===== src/rtl/alu_pipe_pkg.sv =====
// Shared definitions for the two-stage pipelined ALU: the opcode map,
// the flag bundle carried alongside each result, and the opcode width.
package alu_pipe_pkg;

    localparam int OP_W = 4;

    typedef enum logic [OP_W-1:0] {
        OP_ADD = 4'd0,
        OP_SUB = 4'd1,
        OP_XOR = 4'd2,
        OP_AND = 4'd3,
        OP_OR  = 4'd4,
        OP_NOR = 4'd5,
        OP_SLL = 4'd6,
        OP_SRL = 4'd7,
        OP_SRA = 4'd8,
        OP_ADC = 4'd9
    } opcode_e;

    typedef struct packed {
        logic z;
        logic n;
        logic c;
        logic o;
    } flags_t;

    // Everything above ADC is an unmapped encoding.
    function automatic logic op_is_legal(input logic [OP_W-1:0] op);
        return (op <= OP_ADC);
    endfunction

endpackage


===== src/rtl/alu_pipe_if.sv =====
// Operation/result bundle between operand fetch, the ALU pipe and writeback.
// The slave side is the ALU; the master side issues operations and drains results.
interface alu_pipe_if #(
    parameter int WIDTH = 32
);
    import alu_pipe_pkg::*;

    logic              in_valid;
    logic              in_ready;
    logic [OP_W-1:0]   in_opcode;
    logic [WIDTH-1:0]  in_a;
    logic [WIDTH-1:0]  in_b;
    logic              in_cin;

    logic              out_valid;
    logic              out_ready;
    logic [WIDTH-1:0]  out_result;
    logic              out_z;
    logic              out_n;
    logic              out_c;
    logic              out_o;
    logic              out_illegal;

    logic              clr_sticky;
    logic              sticky_o;

    modport master (
        output in_valid, in_opcode, in_a, in_b, in_cin, out_ready, clr_sticky,
        input  in_ready, out_valid, out_result, out_z, out_n, out_c, out_o,
               out_illegal, sticky_o
    );

    modport slave (
        input  in_valid, in_opcode, in_a, in_b, in_cin, out_ready, clr_sticky,
        output in_ready, out_valid, out_result, out_z, out_n, out_c, out_o,
               out_illegal, sticky_o
    );

endinterface


===== src/rtl/alu_pipe_core.sv =====
// Combinational ALU datapath sitting between the operand and result registers.
// One shared WIDTH+1 bit adder serves ADD, SUB and ADC; SUB feeds the
// inverted B operand with a forced carry-in so its carry-out means "no borrow".
module alu_pipe_core
    import alu_pipe_pkg::*;
#(
    parameter int WIDTH = 32,
    parameter int SHW   = $clog2(WIDTH)
) (
    input  logic [OP_W-1:0]  opcode,
    input  logic [WIDTH-1:0] a,
    input  logic [WIDTH-1:0] b,
    input  logic             cin,
    output logic [WIDTH-1:0] result,
    output flags_t           flags,
    output logic             illegal
);

    logic             is_sub;
    logic             is_adc;
    logic [WIDTH-1:0] b_eff;
    logic             carry_in;
    logic [WIDTH:0]   sum;
    logic [SHW-1:0]   sh;
    logic [WIDTH-1:0] res;
    logic             carry;
    logic             ovf;

    assign is_sub   = (opcode == OP_SUB);
    assign is_adc   = (opcode == OP_ADC);
    assign b_eff    = is_sub ? ~b : b;
    assign carry_in = is_sub | (is_adc & cin);
    assign sum      = {1'b0, a} + {1'b0, b_eff} + {{WIDTH{1'b0}}, carry_in};
    assign sh       = b[SHW-1:0];

    // Pick the result for the opcode; carry and overflow only mean something for the adder ops.
    always_comb begin
        res   = '0;
        carry = 1'b0;
        ovf   = 1'b0;
        case (opcode)
            OP_ADD, OP_SUB, OP_ADC: begin
                res   = sum[WIDTH-1:0];
                carry = sum[WIDTH];
                ovf   = (a[WIDTH-1] == b_eff[WIDTH-1]) && (sum[WIDTH-1] != a[WIDTH-1]);
            end
            OP_XOR:  res = a ^ b;
            OP_AND:  res = a & b;
            OP_OR:   res = a | b;
            OP_NOR:  res = ~(a | b);
            OP_SLL:  res = a << sh;
            OP_SRL:  res = a >> sh;
            OP_SRA:  res = $unsigned($signed(a) >>> sh);
            default: res = '0;
        endcase
    end

    assign result  = res;
    assign flags.z = (res == '0);
    assign flags.n = res[WIDTH-1];
    assign flags.c = carry;
    assign flags.o = ovf;
    assign illegal = !op_is_legal(opcode);

endmodule


===== src/rtl/alu_pipe.sv =====
// Two-stage pipelined ALU. S1 holds the accepted operation, S2 holds the
// computed result and flags. S2 stalls only while writeback withholds
// out_ready, and S1 drains into S2 whenever S2 is empty or emptying, so
// in_ready passes out_ready straight through when the pipe is full.
module alu_pipe
    import alu_pipe_pkg::*;
#(
    parameter int WIDTH = 32,
    parameter int SHW   = $clog2(WIDTH)
) (
    input  logic      clk,
    input  logic      rst_n,
    alu_pipe_if.slave bus
);

    logic              s1_valid;
    logic [OP_W-1:0]   s1_opcode;
    logic [WIDTH-1:0]  s1_a;
    logic [WIDTH-1:0]  s1_b;
    logic              s1_cin;

    logic              s2_valid;
    logic [WIDTH-1:0]  s2_result;
    flags_t            s2_flags;
    logic              s2_illegal;

    logic              sticky;

    logic [WIDTH-1:0]  core_result;
    flags_t            core_flags;
    logic              core_illegal;

    logic              s2_open;
    logic              s1_advance;
    logic              in_ready;
    logic              accept;
    logic              out_xfer;

    assign s2_open    = !s2_valid || bus.out_ready;
    assign in_ready   = !s1_valid || s2_open;
    assign accept     = bus.in_valid && in_ready;
    assign s1_advance = s1_valid && s2_open;
    assign out_xfer   = s2_valid && bus.out_ready;

    alu_pipe_core #(
        .WIDTH (WIDTH),
        .SHW   (SHW)
    ) u_core (
        .opcode  (s1_opcode),
        .a       (s1_a),
        .b       (s1_b),
        .cin     (s1_cin),
        .result  (core_result),
        .flags   (core_flags),
        .illegal (core_illegal)
    );

    // S1: capture a new operation on accept; empties when it moves on with nothing behind it.
    always_ff @(posedge clk or negedge rst_n) begin
        if (!rst_n) begin
            s1_valid  <= 1'b0;
            s1_opcode <= '0;
            s1_a      <= '0;
            s1_b      <= '0;
            s1_cin    <= 1'b0;
        end else begin
            if (in_ready) begin
                s1_valid <= bus.in_valid;
            end
            if (accept) begin
                s1_opcode <= bus.in_opcode;
                s1_a      <= bus.in_a;
                s1_b      <= bus.in_b;
                s1_cin    <= bus.in_cin;
            end
        end
    end

    // S2: load the datapath output when open; otherwise hold so a stalled result stays stable.
    always_ff @(posedge clk or negedge rst_n) begin
        if (!rst_n) begin
            s2_valid   <= 1'b0;
            s2_result  <= '0;
            s2_flags   <= '0;
            s2_illegal <= 1'b0;
        end else begin
            if (s2_open) begin
                s2_valid <= s1_valid;
            end
            if (s1_advance) begin
                s2_result  <= core_result;
                s2_flags   <= core_flags;
                s2_illegal <= core_illegal;
            end
        end
    end

    // Sticky overflow: an overflowing output transfer sets it even when a clear arrives together.
    always_ff @(posedge clk or negedge rst_n) begin
        if (!rst_n) begin
            sticky <= 1'b0;
        end else begin
            sticky <= (sticky && !bus.clr_sticky) || (out_xfer && s2_flags.o);
        end
    end

    assign bus.in_ready    = in_ready;
    assign bus.out_valid   = s2_valid;
    assign bus.out_result  = s2_result;
    assign bus.out_z       = s2_flags.z;
    assign bus.out_n       = s2_flags.n;
    assign bus.out_c       = s2_flags.c;
    assign bus.out_o       = s2_flags.o;
    assign bus.out_illegal = s2_illegal;
    assign bus.sticky_o    = sticky;

endmodule


===== src/flat_wrapper.sv =====
// flat-port wrapper written by rule: the top's interface ports become plain ports
module alu_pipe_flat import alu_pipe_pkg::*;
#(
    parameter int WIDTH = 32,
    parameter int SHW   = $clog2(WIDTH)
)
  (clk, rst_n, bus_in_valid, bus_in_opcode, bus_in_a, bus_in_b, bus_in_cin, bus_out_ready, bus_clr_sticky, bus_in_ready, bus_out_valid, bus_out_result, bus_out_z, bus_out_n, bus_out_c, bus_out_o, bus_out_illegal, bus_sticky_o);
  alu_pipe_if #(.WIDTH(WIDTH)) bus_i ();
  input  logic clk;
  input  logic rst_n;
  input wire logic [$bits(bus_i.in_valid)-1:0] bus_in_valid;
  input wire logic [$bits(bus_i.in_opcode)-1:0] bus_in_opcode;
  input wire logic [$bits(bus_i.in_a)-1:0] bus_in_a;
  input wire logic [$bits(bus_i.in_b)-1:0] bus_in_b;
  input wire logic [$bits(bus_i.in_cin)-1:0] bus_in_cin;
  input wire logic [$bits(bus_i.out_ready)-1:0] bus_out_ready;
  input wire logic [$bits(bus_i.clr_sticky)-1:0] bus_clr_sticky;
  output wire logic [$bits(bus_i.in_ready)-1:0] bus_in_ready;
  output wire logic [$bits(bus_i.out_valid)-1:0] bus_out_valid;
  output wire logic [$bits(bus_i.out_result)-1:0] bus_out_result;
  output wire logic [$bits(bus_i.out_z)-1:0] bus_out_z;
  output wire logic [$bits(bus_i.out_n)-1:0] bus_out_n;
  output wire logic [$bits(bus_i.out_c)-1:0] bus_out_c;
  output wire logic [$bits(bus_i.out_o)-1:0] bus_out_o;
  output wire logic [$bits(bus_i.out_illegal)-1:0] bus_out_illegal;
  output wire logic [$bits(bus_i.sticky_o)-1:0] bus_sticky_o;
  assign bus_i.in_valid = bus_in_valid;
  assign bus_i.in_opcode = bus_in_opcode;
  assign bus_i.in_a = bus_in_a;
  assign bus_i.in_b = bus_in_b;
  assign bus_i.in_cin = bus_in_cin;
  assign bus_i.out_ready = bus_out_ready;
  assign bus_i.clr_sticky = bus_clr_sticky;
  assign bus_in_ready = bus_i.in_ready;
  assign bus_out_valid = bus_i.out_valid;
  assign bus_out_result = bus_i.out_result;
  assign bus_out_z = bus_i.out_z;
  assign bus_out_n = bus_i.out_n;
  assign bus_out_c = bus_i.out_c;
  assign bus_out_o = bus_i.out_o;
  assign bus_out_illegal = bus_i.out_illegal;
  assign bus_sticky_o = bus_i.sticky_o;
  alu_pipe #(.WIDTH(WIDTH), .SHW(SHW)) u_core (.clk(clk), .rst_n(rst_n), .bus(bus_i));
endmodule

===== config.mk =====
export PLATFORM = sky130hd
export DESIGN_NAME = alu_pipe_flat
export DESIGN_NICKNAME = d
export VERILOG_FILES = /design/src/rtl/alu_pipe_pkg.sv /design/src/rtl/alu_pipe_if.sv /design/src/rtl/alu_pipe_core.sv /design/src/rtl/alu_pipe.sv /design/src/flat_wrapper.sv
export SDC_FILE = /design/constraint.sdc
export NUM_CORES = 1
export LEC_CHECK = 0
export CAP_MARGIN = 20
export CORE_UTILIZATION = 54
export DETAILED_ROUTE_END_ITERATION = 10
export GPL_TIMING_DRIVEN = 1
export PLACE_DENSITY_LB_ADDON = 0.1
export SLEW_MARGIN = 10
export SYNTH_ARGS = -nofsm -noshare
export SYNTH_HDL_FRONTEND = slang
export SYNTH_SLANG_ARGS = --single-unit

===== constraint.sdc =====
create_clock -name clk -period 4.5 [get_ports clk]
set_clock_uncertainty 0.15 [all_clocks]
set_input_delay 0.45 -clock clk [delete_from_list [all_inputs] [get_ports clk]]
set_output_delay 0.45 -clock clk [all_outputs]
set_load 0.03 [all_outputs]

==> results.json, run 1 <==
{
  "outcome": "complete, no violations",
  "synthDominantCellAreaShare": 0.217,
  "reg2reg_from": "u_core.s1_opcode[1]",
  "synth_cell_types": 92,
  "die_h_um": 154,
  "antenna_found_initial": 1,
  "avgSynthCellArea_um2": 8.98,
  "yosys_warnings": 0,
  "yosys-top-cells-count": "141 x nand2_1, 108 x dfrtp_1, 96 x ha_1",
  "final-hold-violation-count": 0,
  "crit_path_max_incr_delay_ns": 0.52,
  "die-area_mm2": 0.0237,
  "row_count": 55,
  "design_area_mm2": 0.0144,
  "synth_largest_area_cell": "dfrtp_1",
  "critPathMaxFanout": 3,
  "fin_hold_ws_ns": 0.329,
  "setup_viol": 0,
  "ant_nets": 0,
  "leakage_nw": 5.92,
  "relSlewSlack": 0.343,
  "rsz0062_at_grt": "no",
  "clk_latency_ns": 0.37,
  "synth_cells": 1390,
  "total_power_w": 0.00659,
  "synthArstFlopShare": 1.00,
  "crit_required_ns": 4.65,
  "routedWlPerCell_um": 26.8,
  "io-pin-count": 114,
  "slowest_stage": "a2111oi_2",
  "die_w_um": 154,
  "cts_tree": "done",
  "hold_class": "reg2reg",
  "numPortBuffers": 113,
  "htree_levels": 3,
  "cp-start-kind": "flip-flop",
  "drc": 0,
  "grt_use_total": 0.406,
  "cap_viol_max_count": 0,
  "finalNonFillerCells": 1766,
  "syn-num-nets": 1562,
  "grt_overflow": 0,
  "p_per_area_mw_per_mm2": 458,
  "end_kind": "flip-flop",
  "drtIter0Drc": 1524,
  "area_growth_pct": 15.4,
  "slew_violations": 0,
  "hp-start": "u_core.bus.out_result[27]",
  "start_util": 0.551,
  "vias": 12200,
  "tightest_slew_ns": 0.981,
  "cp_num_buf_inv": 2,
  "synth_area_leaders": "dfrtp_1 22%, mux4_2 11%, ha_1 9.6%, mux2_2 7.9%, nand2_1 4.2%",
  "final_util": 0.636,
  "firstDrtPassIters": 6,
  "viasPerCell": 6.93,
  "wl_met3_um": 5160,
  "dpl.hpwl_um": 36600,
  "nNetsFinal": 1647,
  "grt_max_degree": 76,
  "cp.arrival_ns": 4.41,
  "period_minus_slack_ns": 4.27,
  "syn_area_mm2": 0.0125,
  "synth_edf_count": 0,
  "gp_congestion": 1.05,
  "coreArea_mm2": 0.0226,
  "root_buffer": "clkbuf_16",
  "cpLargestDelayFamily": "compound AO/OA/AOI/OAI gates",
  "critical_path.cell_chain": "nand2b_1 -> nor3_4 -> xnor2_1 -> fa_1 -> inv_1 -> fa_1 -> xnor2_1 -> a222oi_1 -> o211ai_1 -> a2111oi_2 -> buf_4 -> nand4_1 -> nor4_2 -> nand4_1 -> o21ai_1",
  "clk_pin_slew_ns": 0.08,
  "grt_pass1_vias": 11400,
  "drt-met1-wl_um": 19700,
  "wl_met2_um": 20200,
  "startpoint": "u_core.s1_opcode[1]",
  "dp_cells": 1748,
  "worstSetupPathType": "reg2reg",
  "drive_gt1_frac": 0.187,
  "ys_seq_elements": 108,
  "max_freq_mhz": 234,
  "highest_layer": "met4",
  "dpl_cell_area_mm2": 0.0140,
  "period_share": 0.948,
  "cts_buffers": 9,
  "synth.most_common_cell": "nand2_1",
  "synth_ff_type": "dfrtp_1",
  "cts.sinks": 108,
  "worst_ir_drop_vdd_mv": 0.269,
  "grt_first_pass_wirelength_um": 71500,
  "cts_buffer_depth": 2,
  "ys_seq_area_frac": 0.217,
  "wl_um": 47300
}
-- stage by stage --
step                setup TNS (ns)  setup WS, ns
finish                           0         0.235
global route                     0       0.00398
CTS                              0       0.00446
detailed placement         -0.0477       -0.0477
global placement                 0        0.0803
floorplan                        0         0.103
-- cells in the final DEF (no fill, tap or decap), types with 19 or more instances in the layout --
cell,instances
dfrtp_1,105
mux2_2,88
nor2_1,70
a221oi_1,26
mux4_2,60
mux2i_1,45
ha_1,96
nand3_1,30
nand2_1,139
nand4_1,21
clkdlybuf4s50_1,112
buf_4,68
nor3_1,22
o211ai_1,27
a21oi_1,78
xnor2_1,46
a211oi_1,19
inv_1,77
o21ai_0,68
-- area by class of cell --
class,instances,area (um2)
inverters,82,308
well taps,285,357
fillers,1934,8250
flip-flops and latches,108,2710
diodes,1,2.50
clock inverters,5,43.8
clock buffers,11,253
multi-input cells,1088,9000
repair buffers,186,1720
-- worst register-to-register path, delay by kind of cell, from the launching register on --
family                   cells  cell delay (ns)
AO/OA/AOI/OAI                4             1.22
XOR/XNOR                     2             0.35
adder cells (fa/ha/maj)      2             0.71
buffers and inverters        2             0.29
flip-flops                   1             0.38
AND/OR/NAND/NOR              5             1.11
-- registers in the layout (all words and copies together) (netlist names), 4 cells and up --
name / cells
u_core.s1_b: 32
u_core.s1_opcode: 4
u_core.bus.out_result: 31
u_core.s1_a: 32
-- timing repair --
| item | 4_1_cts | 5_1_grt |
|---|---|---|
| buffers inserted | 0 | 0 |
| endpoints found under the hold margin | 19 | 0 |
| resized for setup | 1 | 10 |
| hold buffers | 1 | 0 |
| endpoints found under the setup margin | 1 | 1 |
-- cells by family (layout without fill, tap and decap cells) --
group | Yosys count | after routing | share of synthesized area
buffers and inverters | 194 | 284 | 0.0698
other | 0 | 1 | 0
adders and majority gates | 98 | 98 | 0.0995
and+or+nand+nor | 372 | 372 | 0.148
xor gates and xnor gates | 52 | 52 | 0.0365
AOI/OAI and AO/OA | 364 | 364 | 0.198
muxes | 202 | 202 | 0.232
DFF | 108 | 108 | 0.217
-- routing by layer --
layer	GRT usage	vias up
met2	0.597	797
met4	0.174	0
li1	-	5394
met1	0.580	5905
met3	0.0761	144
met5	0	-
-- where the power goes --
| group | leakage, nW | switching, W | internal, W |
|---|---|---|---|
| registers | 1.29 | 0.000303 | 0.00119 |
| logic | 4.48 | 0.00250 | 0.00176 |
| clock network | 0.140 | 0.000425 | 0.000414 |
-- path summary, 6_finish.rpt --
kind,end,cells after the start,slack [ns]
min in group asynchronous,u_core.bus.out_illegal,2,0.36
worst max-delay path,u_core.bus.out_z,15,0.23
worst min register to register,u_core.bus.out_result[27],2,0.33
worst min-delay path,u_core.bus.out_result[27],2,0.33
max in group asynchronous,u_core.s1_a[31],3,2.92
worst max register to register,u_core.bus.out_z,15,0.23
No activity file was read; power rests on OpenSTA's default activity.
==> run 2, diff against run 1 <==
- REMOVE_ABC_BUFFERS: unset -> 1
==> results.json, run 2 (synthesis results as in run 1) <==
{
  "outcome": "complete, no violations",
  "fin_hold_ws_ns": 0.326,
  "nNetsFinal": 1643,
  "vias": 12300,
  "relSlewSlack": 0.326,
  "grt.met1_usage": 0.591,
  "clk_latency_ns": 0.37,
  "total_power_w": 0.00659,
  "p_per_area_mw_per_mm2": 458,
  "routedWlPerCell_um": 28.2,
  "drc": 0,
  "end_kind": "flip-flop",
  "antenna_found_initial": 1,
  "met2_usage": 0.639,
  "start_util": 0.551,
  "cp.arrival_ns": 4.42,
  "coreArea_mm2": 0.0226,
  "cp-start-kind": "flip-flop",
  "cts_buffers": 9,
  "grt_overflow": 0,
  "drive_gt1_frac": 0.187,
  "critical_path.cell_chain": "nand2b_1 -> nor3_2 -> buf_12 -> buf_4 -> buf_12 -> xnor2_1 -> ha_1 -> and2_1 -> a41oi_1 -> a221oi_1 -> or3_1 -> a221o_1 -> a311oi_2 -> nand3_1 -> nor4_1 -> buf_4 -> nand4_1 -> o21ai_1",
  "slew_violations": 0,
  "numPortBuffers": 113,
  "ant_nets": 0,
  "r2r_cells": 18,
  "critPathMaxFanout": 17,
  "die-area_mm2": 0.0237,
  "insertedDiodeCount": 0,
  "dpl.hpwl_um": 37500,
  "root_buffer": "clkbuf_16",
  "tightest_slew_ns": 1.01,
  "hold_class": "reg2reg",
  "cpLargestDelayFamily": "simple AND/OR/NAND/NOR gates",
  "grt_util_met3": 0.101,
  "setup_viol": 0,
  "period_minus_slack_ns": 4.28,
  "min_path_cells": 2,
  "worst_ir_drop_vdd_mv": 0.327,
  "path_depth": 18,
  "viasPerCell": 7.02,
  "grt_use_total": 0.424,
  "multiInputGateArea_mm2": 0.00899,
  "final-hold-violation-count": 0,
  "drtIter0Drc": 1697,
  "die_h_um": 154,
  "final_util": 0.635,
  "clk_pin_slew_ns": 0.07,
  "slowest_stage": "or3_1",
  "seq_area_mm2": 0.00271,
  "crit_path_max_incr_delay_ns": 0.39,
  "die_w_um": 154,
  "worstSetupPathType": "reg2reg",
  "cap_viol_max_count": 0,
  "gp_congestion": 1.05,
  "htree_levels": 3,
  "io-pin-count": 114,
  "row_count": 55,
  "cp_num_buf_inv": 4,
  "firstDrtPassIters": 6,
  "area_growth_pct": 15.2,
  "wl_um": 49600,
  "cts_tree": "done",
  "leakage_nw": 5.88,
  "max_freq_mhz": 234,
  "grt_busiest_layer": "met2",
  "cts.sinks": 108,
  "final_common_cell": "nand2_1",
  "grt_pass1_vias": 11900,
  "period_share": 0.951,
  "grt_first_pass_wirelength_um": 74200,
  "final_cell_mix": "139 x nand2_1, 112 x clkdlybuf4s50_1, 105 x dfrtp_1, 93 x ha_1, 88 x mux2_2",
  "crit_required_ns": 4.64,
  "cts_buffer_depth": 2,
  "post_cts_buffers": 0,
  "fillers": 1881,
  "grt_max_degree": 76
}
## run 2: cell count changes in the layout (fill, tap and decap cells not counted), sizes merged
cell,change
buf,-4
clkinv,-2
bufinv,+1
clkbuf,-1
clkinvlp,+1
diode,-1
inv,-1
## run 2: layer usage
metal | part of all wire | wire (um)
met1 | 0.40 | 19900
met2 | 0.43 | 21600
met3 | 0.12 | 6060
met4 | 0.041 | 2050
met5 | 0.00026 | 13
## run 2: path summary, 6_finish.rpt
kind / end / startpoint / slack, ns
worst min register to register: u_core.bus.out_result[7] / u_core.bus.out_result[7] / 0.33
worst max register to register: u_core.bus.out_z / u_core.s1_opcode[1] / 0.22
max in group asynchronous: u_core.s1_b[0] / rst_n / 2.62
min in group asynchronous: u_core.s1_b[14] / rst_n / 0.48
worst min-delay path: u_core.bus.out_result[7] / u_core.bus.out_result[7] / 0.33
worst max-delay path: u_core.bus.out_z / u_core.s1_opcode[1] / 0.22
## run 2: timing repair
action                                 in CTS  in global routing
endpoints found under the hold margin      44                  0
gates resized for setup                     0                 15
hold buffers                                1                  0
setup endpoints to repair                   0                  1
## run 2: where the power goes
part	total [W]	internal, W	switching [W]
clock network	0.000827	0.000427	0.000400
logic	0.00426	0.00176	0.00250
registers	0.00150	0.00119	0.000315
total	0.00659	0.00337	0.00322
## run 2: final cells by class
type / instances / share of cell area
inverter: 82 / 0.0214
multi-input combinational: 1088 / 0.626
tap: 285 / 0.0248
sequential: 108 / 0.189
clock buffer: 10 / 0.0159
clock inverter: 4 / 0.00366
timing repair buffer: 182 / 0.120
## run 2: tightest hold or removal path, delay by kind of cell (launching register included)
| family | cells | cell delay [ns] |
|---|---|---|
| and+or+nand+nor | 1 | 0.04 |
| DFF | 1 | 0.34 |
| AOI/OAI and AO/OA | 1 | 0.06 |
## run 2: per-stage QoR
stage	instances	area (um2)	setup slack (ns)	setup TNS (ns)
2_1_floorplan	1278	11900	-2.58	-69.40
3_3_place_gp	1744	14000	0.243	0
3_5_place_dp	1744	14000	0.236	0
4_1_cts	1759	14300	0.204	0
5_1_grt	1759	14400	-0.0233	-0.0233
6_report	1759	14400	0.221	0
